## src/rtl/instr_fetch.sv

```systemverilog
// instr_fetch: single-stage instruction fetch with a registered output slot.
// The PC register drives the ROM address. The ROM word is captured into the
// output register together with its address.
// An optional BREAK/HALT feature is enabled by defining FETCH_BRK_HALT_EN.
// In the default build, BREAK words pass through as ordinary instructions.
//
// Output handshake (if_valid / if_ready):
// - An instruction transfers on every rising edge where if_valid && if_ready.
// - While if_valid is high and if_ready is low, if_instr and if_pc are held.
// - if_valid never depends combinationally on if_ready.
//
// FSM state is observable on the halted output (RUN=0, HALT=1).
module instr_fetch #(
  parameter int ADDR_W   = 5,
  parameter int RESET_PC = 0
) (
  input  logic              clk,
  input  logic              rst_n,
  output logic [ADDR_W-1:0] rom_addr,
  input  logic [31:0]       rom_instr,
  output logic              if_valid,
  input  logic              if_ready,
  output logic [31:0]       if_instr,
  output logic [ADDR_W-1:0] if_pc,
  input  logic              redirect_valid,
  input  logic [ADDR_W-1:0] redirect_pc,
  output logic              brk_hit,
  output logic [19:0]       brk_code,
  input  logic              resume,
  output logic              halted
);

  typedef enum logic [0:0] {
    ST_RUN  = 1'b0,
    ST_HALT = 1'b1
  } state_e;

  state_e            state_q, state_d;
  logic [ADDR_W-1:0] pc_q, pc_d;
  logic              valid_q, valid_d;
  logic [31:0]       instr_q, instr_d;
  logic [ADDR_W-1:0] ifpc_q, ifpc_d;
  logic              brk_hit_q, brk_hit_d;
  logic [19:0]       brk_code_q, brk_code_d;

  logic accept;
  logic can_load;
  logic is_brk;
  logic resume_en;

  assign accept   = valid_q && if_ready;
  assign can_load = !valid_q || accept;

`ifdef FETCH_BRK_HALT_EN
  // BREAK: opcode field zero and funct field 0x0D.
  assign is_brk    = (rom_instr[31:26] == 6'd0) && (rom_instr[5:0] == 6'h0D);
  assign resume_en = resume;
`else
  // Without the feature, BREAK is not special and resume has no effect.
  logic unused_resume;
  assign unused_resume = resume;
  assign is_brk        = 1'b0;
  assign resume_en     = 1'b0;
`endif

  // Next-state logic: redirect overrides everything; RUN loads when the slot frees up.
  always_comb begin
    state_d    = state_q;
    pc_d       = pc_q;
    valid_d    = valid_q;
    instr_d    = instr_q;
    ifpc_d     = ifpc_q;
    brk_hit_d  = 1'b0;
    brk_code_d = brk_code_q;

    if (accept) begin
      valid_d = 1'b0;
    end

    if (redirect_valid) begin
      // Any same-cycle handshake has already completed above; drop the slot.
      pc_d    = redirect_pc;
      valid_d = 1'b0;
      state_d = ST_RUN;
    end else begin
      case (state_q)
        ST_RUN: begin
          if (can_load) begin
            instr_d = rom_instr;
            ifpc_d  = pc_q;
            valid_d = 1'b1;
            pc_d    = pc_q + ADDR_W'(1);
            if (is_brk) begin
              brk_hit_d  = 1'b1;
              brk_code_d = rom_instr[25:6];
              state_d    = ST_HALT;
            end
          end
        end
        ST_HALT: begin
          // No loads here; a held BREAK drains through the accept path above.
          if (resume_en) begin
            state_d = ST_RUN;
          end
        end
        default: state_d = ST_RUN;
      endcase
    end
  end

  // State registers with asynchronous active-low reset.
  always_ff @(posedge clk or negedge rst_n) begin
    if (!rst_n) begin
      state_q    <= ST_RUN;
      pc_q       <= ADDR_W'(RESET_PC);
      valid_q    <= 1'b0;
      instr_q    <= 32'd0;
      ifpc_q     <= '0;
      brk_hit_q  <= 1'b0;
      brk_code_q <= 20'd0;
    end else begin
      state_q    <= state_d;
      pc_q       <= pc_d;
      valid_q    <= valid_d;
      instr_q    <= instr_d;
      ifpc_q     <= ifpc_d;
      brk_hit_q  <= brk_hit_d;
      brk_code_q <= brk_code_d;
    end
  end

  assign rom_addr = pc_q;
  assign if_valid = valid_q;
  assign if_instr = instr_q;
  assign if_pc    = ifpc_q;
  assign brk_hit  = brk_hit_q;
  assign brk_code = brk_code_q;
  assign halted   = (state_q == ST_HALT);

endmodule

```

## config.mk

```make
export PLATFORM = sky130hd
export DESIGN_NAME = instr_fetch
export DESIGN_NICKNAME = d
export VERILOG_FILES = /design/src/rtl/instr_fetch.sv
export SDC_FILE = /design/constraint.sdc
export NUM_CORES = 1
export LEC_CHECK = 0
export BUFFER_PORTS_ARGS = -buffer_cell sky130_fd_sc_hd__buf_2
export CAP_MARGIN = 0
export CORE_MARGIN = 10
export CORE_UTILIZATION = 39
export CTS_CLUSTER_DIAMETER = 60
export DETAILED_ROUTE_END_ITERATION = 6
export GPL_TIMING_DRIVEN = 0
export HOLD_SLACK_MARGIN = 0.02
export PLACE_DENSITY = 0.83
export SYNTH_ARGS = -nofsm -noshare
export SYNTH_HDL_FRONTEND = slang
export SYNTH_SLANG_ARGS = --single-unit
```

## constraint.sdc

```tcl
create_clock -name clk -period 1.4 [get_ports clk]
set_input_delay 0.07 -clock clk [delete_from_list [all_inputs] [get_ports clk]]
set_output_delay 0.07 -clock clk [all_outputs]
set_load 0.02 [all_outputs]
```

==> flow_summary.json <==
{
  "gp_congestion": 0.7325,
  "dieArea_um2": 7987,
  "pin_count": 107,
  "postRouteAntennaNets": 0,
  "crit_type": "flop to flop",
  "hold_path_class": "input pin to flop",
  "vias_per_cell": 4.451,
  "port_buffers": 82,
  "synthDistinctLibCells": 21,
  "nNetsFinal": 326,
  "vias": 1500,
  "cts.sinks": 43,
  "synthAdderAreaFrac_pct": 0.6667,
  "period_minus_slack_ns": 1.419,
  "htreeDepth": 2,
  "wl_per_cell_um": 16.31,
  "hold_slack_ns": 0.02388,
  "p_per_area_nw_per_um2": 1085,
  "async_reset_ff_share_pct": 100.0,
  "grt_pass1_vias": 1641,
  "synth_xor_area_share_pct": 0.4667,
  "routed_wirelength_um": 5497,
  "final_util_pct": 64.75,
  "finalWorstSetupSlack_ns": -0.01924,
  "antenna_found_initial": 0,
  "peakVddDrop_mv": 0.5255,
  "fmax_mhz": 704.6,
  "synth_top_cells_by_count": "dfrtp_1 (43), mux2_2 (36), buf_4 (25)",
  "grt_max_degree": 44,
  "post-synth-top-count-cell": "dfrtp_1",
  "yosys.area_share.simple_pct": 4.733,
  "tightest_slew_ns": 0.9191,
  "cp_max_fo": 5,
  "clk_latency_ns": 0.29,
  "ys_seq_area_share_pct": 57.33,
  "grt_first_pass_wirelength_um": 8128,
  "firstDrtPassIters": 3,
  "synth_top_family_by_area": "multiplexers",
  "area_delta_synth_final_pct": 61.87,
  "gr-total-overflow": 0,
  "hold_viol_final": 0,
  "syn_inst": 133,
  "report.final.slew_viol_count": 0,
  "worstSetupEndpointType": "flop",
  "drive_gt1_share_pct": 57.95,
  "worstPathRequired_ns": 1.57,
  "synth_edf_count": 0,
  "ys_warn_count": 0,
  "final-setup-viol-count": 3,
  "synth.top_cell.area_share_pct": 57.33,
  "start_util_pct": 40.00,
  "total_power_mw": 3.295,
  "cts_root_buf": "clkbuf_8",
  "core-area_um2": 4692,
  "antenna_cells": 0,
  "num_rows": 25,
  "cts_tree": "yes",
  "synthFlopType": "dfrtp_1",
  "cts_buffers": 5,
  "dpl.hpwl_um": 3483,
  "synth_area_um2": 1877,
  "drc": 0,
  "synth_compound_area_share_pct": 2.267,
  "yosysTopAreaCell": "dfrtp_1",
  "outcome": "finished, violations left",
  "grt_usage_pct": 13.18,
  "clk_pin_slew_ns": 0.08,
  "initialDrtViolationCount": 56,
  "avgSynthCellArea_um2": 14.11,
  "die_h_um": 89.37,
  "failed_checks": "setup timing",
  "rsz0062_at_grt": "true",
  "cts.path.max_buffers": 2,
  "critPathArrivalTime_ns": 1.59,
  "synth_seq_cells": 43,
  "die_w_um": 89.37,
  "timing.slew.headroom_pct": 38.73,
  "p_leak_nw": 1.563,
  "start_kind": "flop",
  "fin_crit_sh_pct": 101.4,
  "drv_cap": 0,
  "synth.area.top_cells": "dfrtp_1 (57%), mux2_2 (22%), buf_4 (10%)",
  "finClkSkew_ns": 0.007086,
  "synthMuxAreaShare_pct": 22.73
}
-- final cells by class --
type | instances | area [um^2]
clock buffer | 7 | 76.32
tap | 54 | 67.56
fill | 352 | 1654
inverter | 2 | 7.507
multi-input combinational | 82 | 721.9
buffer | 25 | 206.4
sequential | 43 | 1080
timing repair buffer | 124 | 878.3
-- stage by stage --
| stage | setup TNS, ns | cells | instance area [um^2] | setup WS [ns] |
|---|---|---|---|---|
| after floorplan | -1.665 | 154 | 1971 | -0.05609 |
| after global placement | -2.779 | 290 | 2449 | -0.1006 |
| after detailed placement | -2.941 | 290 | 2449 | -0.1119 |
| after CTS | -0.1857 | 336 | 2974 | -0.02375 |
| after global routing | -0.3395 | 337 | 3038 | -0.05827 |
| final | -0.02306 | 337 | 3038 | -0.01924 |
-- path summary, 6_finish.rpt --
check	start	endpoint	slack (ns)	depth (start not counted)
setup / recovery	if_valid$_DFF_PN0_	if_instr[0]$_DFFE_PN0P_	-0.02	4
min in group asynchronous	rst_n	if_pc[2]$_DFFE_PN0P_	0.46	2
hold reg to reg	if_pc[4]$_DFFE_PN0P_	if_pc[4]$_DFFE_PN0P_	0.50	1
max in group asynchronous	rst_n	rom_addr[1]$_DFFE_PN0P_	0.32	2
setup reg to reg	if_valid$_DFF_PN0_	if_instr[0]$_DFFE_PN0P_	-0.02	4
hold / removal	rom_instr[17]	if_instr[17]$_DFFE_PN0P_	0.02	2
-- kinds of logic after synthesis --
family	after synthesis
DFF	43
muxes	38
xor gates and xnor gates	1
and+or+nand+nor	13
adders and majority gates	1
other	1
buffers and inverters	29
AOI/OAI and AO/OA	7
-- state kept, by name, summed over array words and instances, names as in the netlist --
signal    flops
if_pc         5
rom_addr      5
if_instr     32
if_valid      1
-- timing repair --
item                                    CTS  global route
gates cloned                              2             0
buffers inserted                          6             2
gates resized for setup                   7            17
endpoints found under the setup margin   31            34
hold endpoints to repair                 74             0
hold buffers                             32             0
pin swaps                                 2             2
-- layout by cell type, fill, tap and decap left out, types with 3 or more instances in the layout --
cell,n
dfrtp_2,3
buf_8,3
buf_2,82
dfrtp_1,40
o21ai_0,3
buf_4,26
dlygate4sd3_1,32
conb_1,22
nand2_1,4
mux2_4,16
mux2_2,20
buf_6,3
clkbuf_8,5
-- power breakdown --
part	switching [mW]	internal, mW	total [mW]
Combinational	0.545	0.513	1.06
Sequential	0.0976	1.42	1.51
Clock	0.380	0.344	0.724
-- worst max-delay path, cell delays in order (launching register included) --
cell and delay, ns:
dfrtp_2 0.40, nor2b_4 0.15, nor2_8 0.13, bufbuf_16 0.28, mux2_2 0.34
-- per-layer routing --
layer | routed length (um) | GRT usage [%]
met5 | 0 | 0
met4 | 68 | 3.468
met3 | 486 | 5.469
met2 | 2938 | 23.83
met1 | 2004 | 13.68
Note: power is estimated with default switching activity, not from simulation.
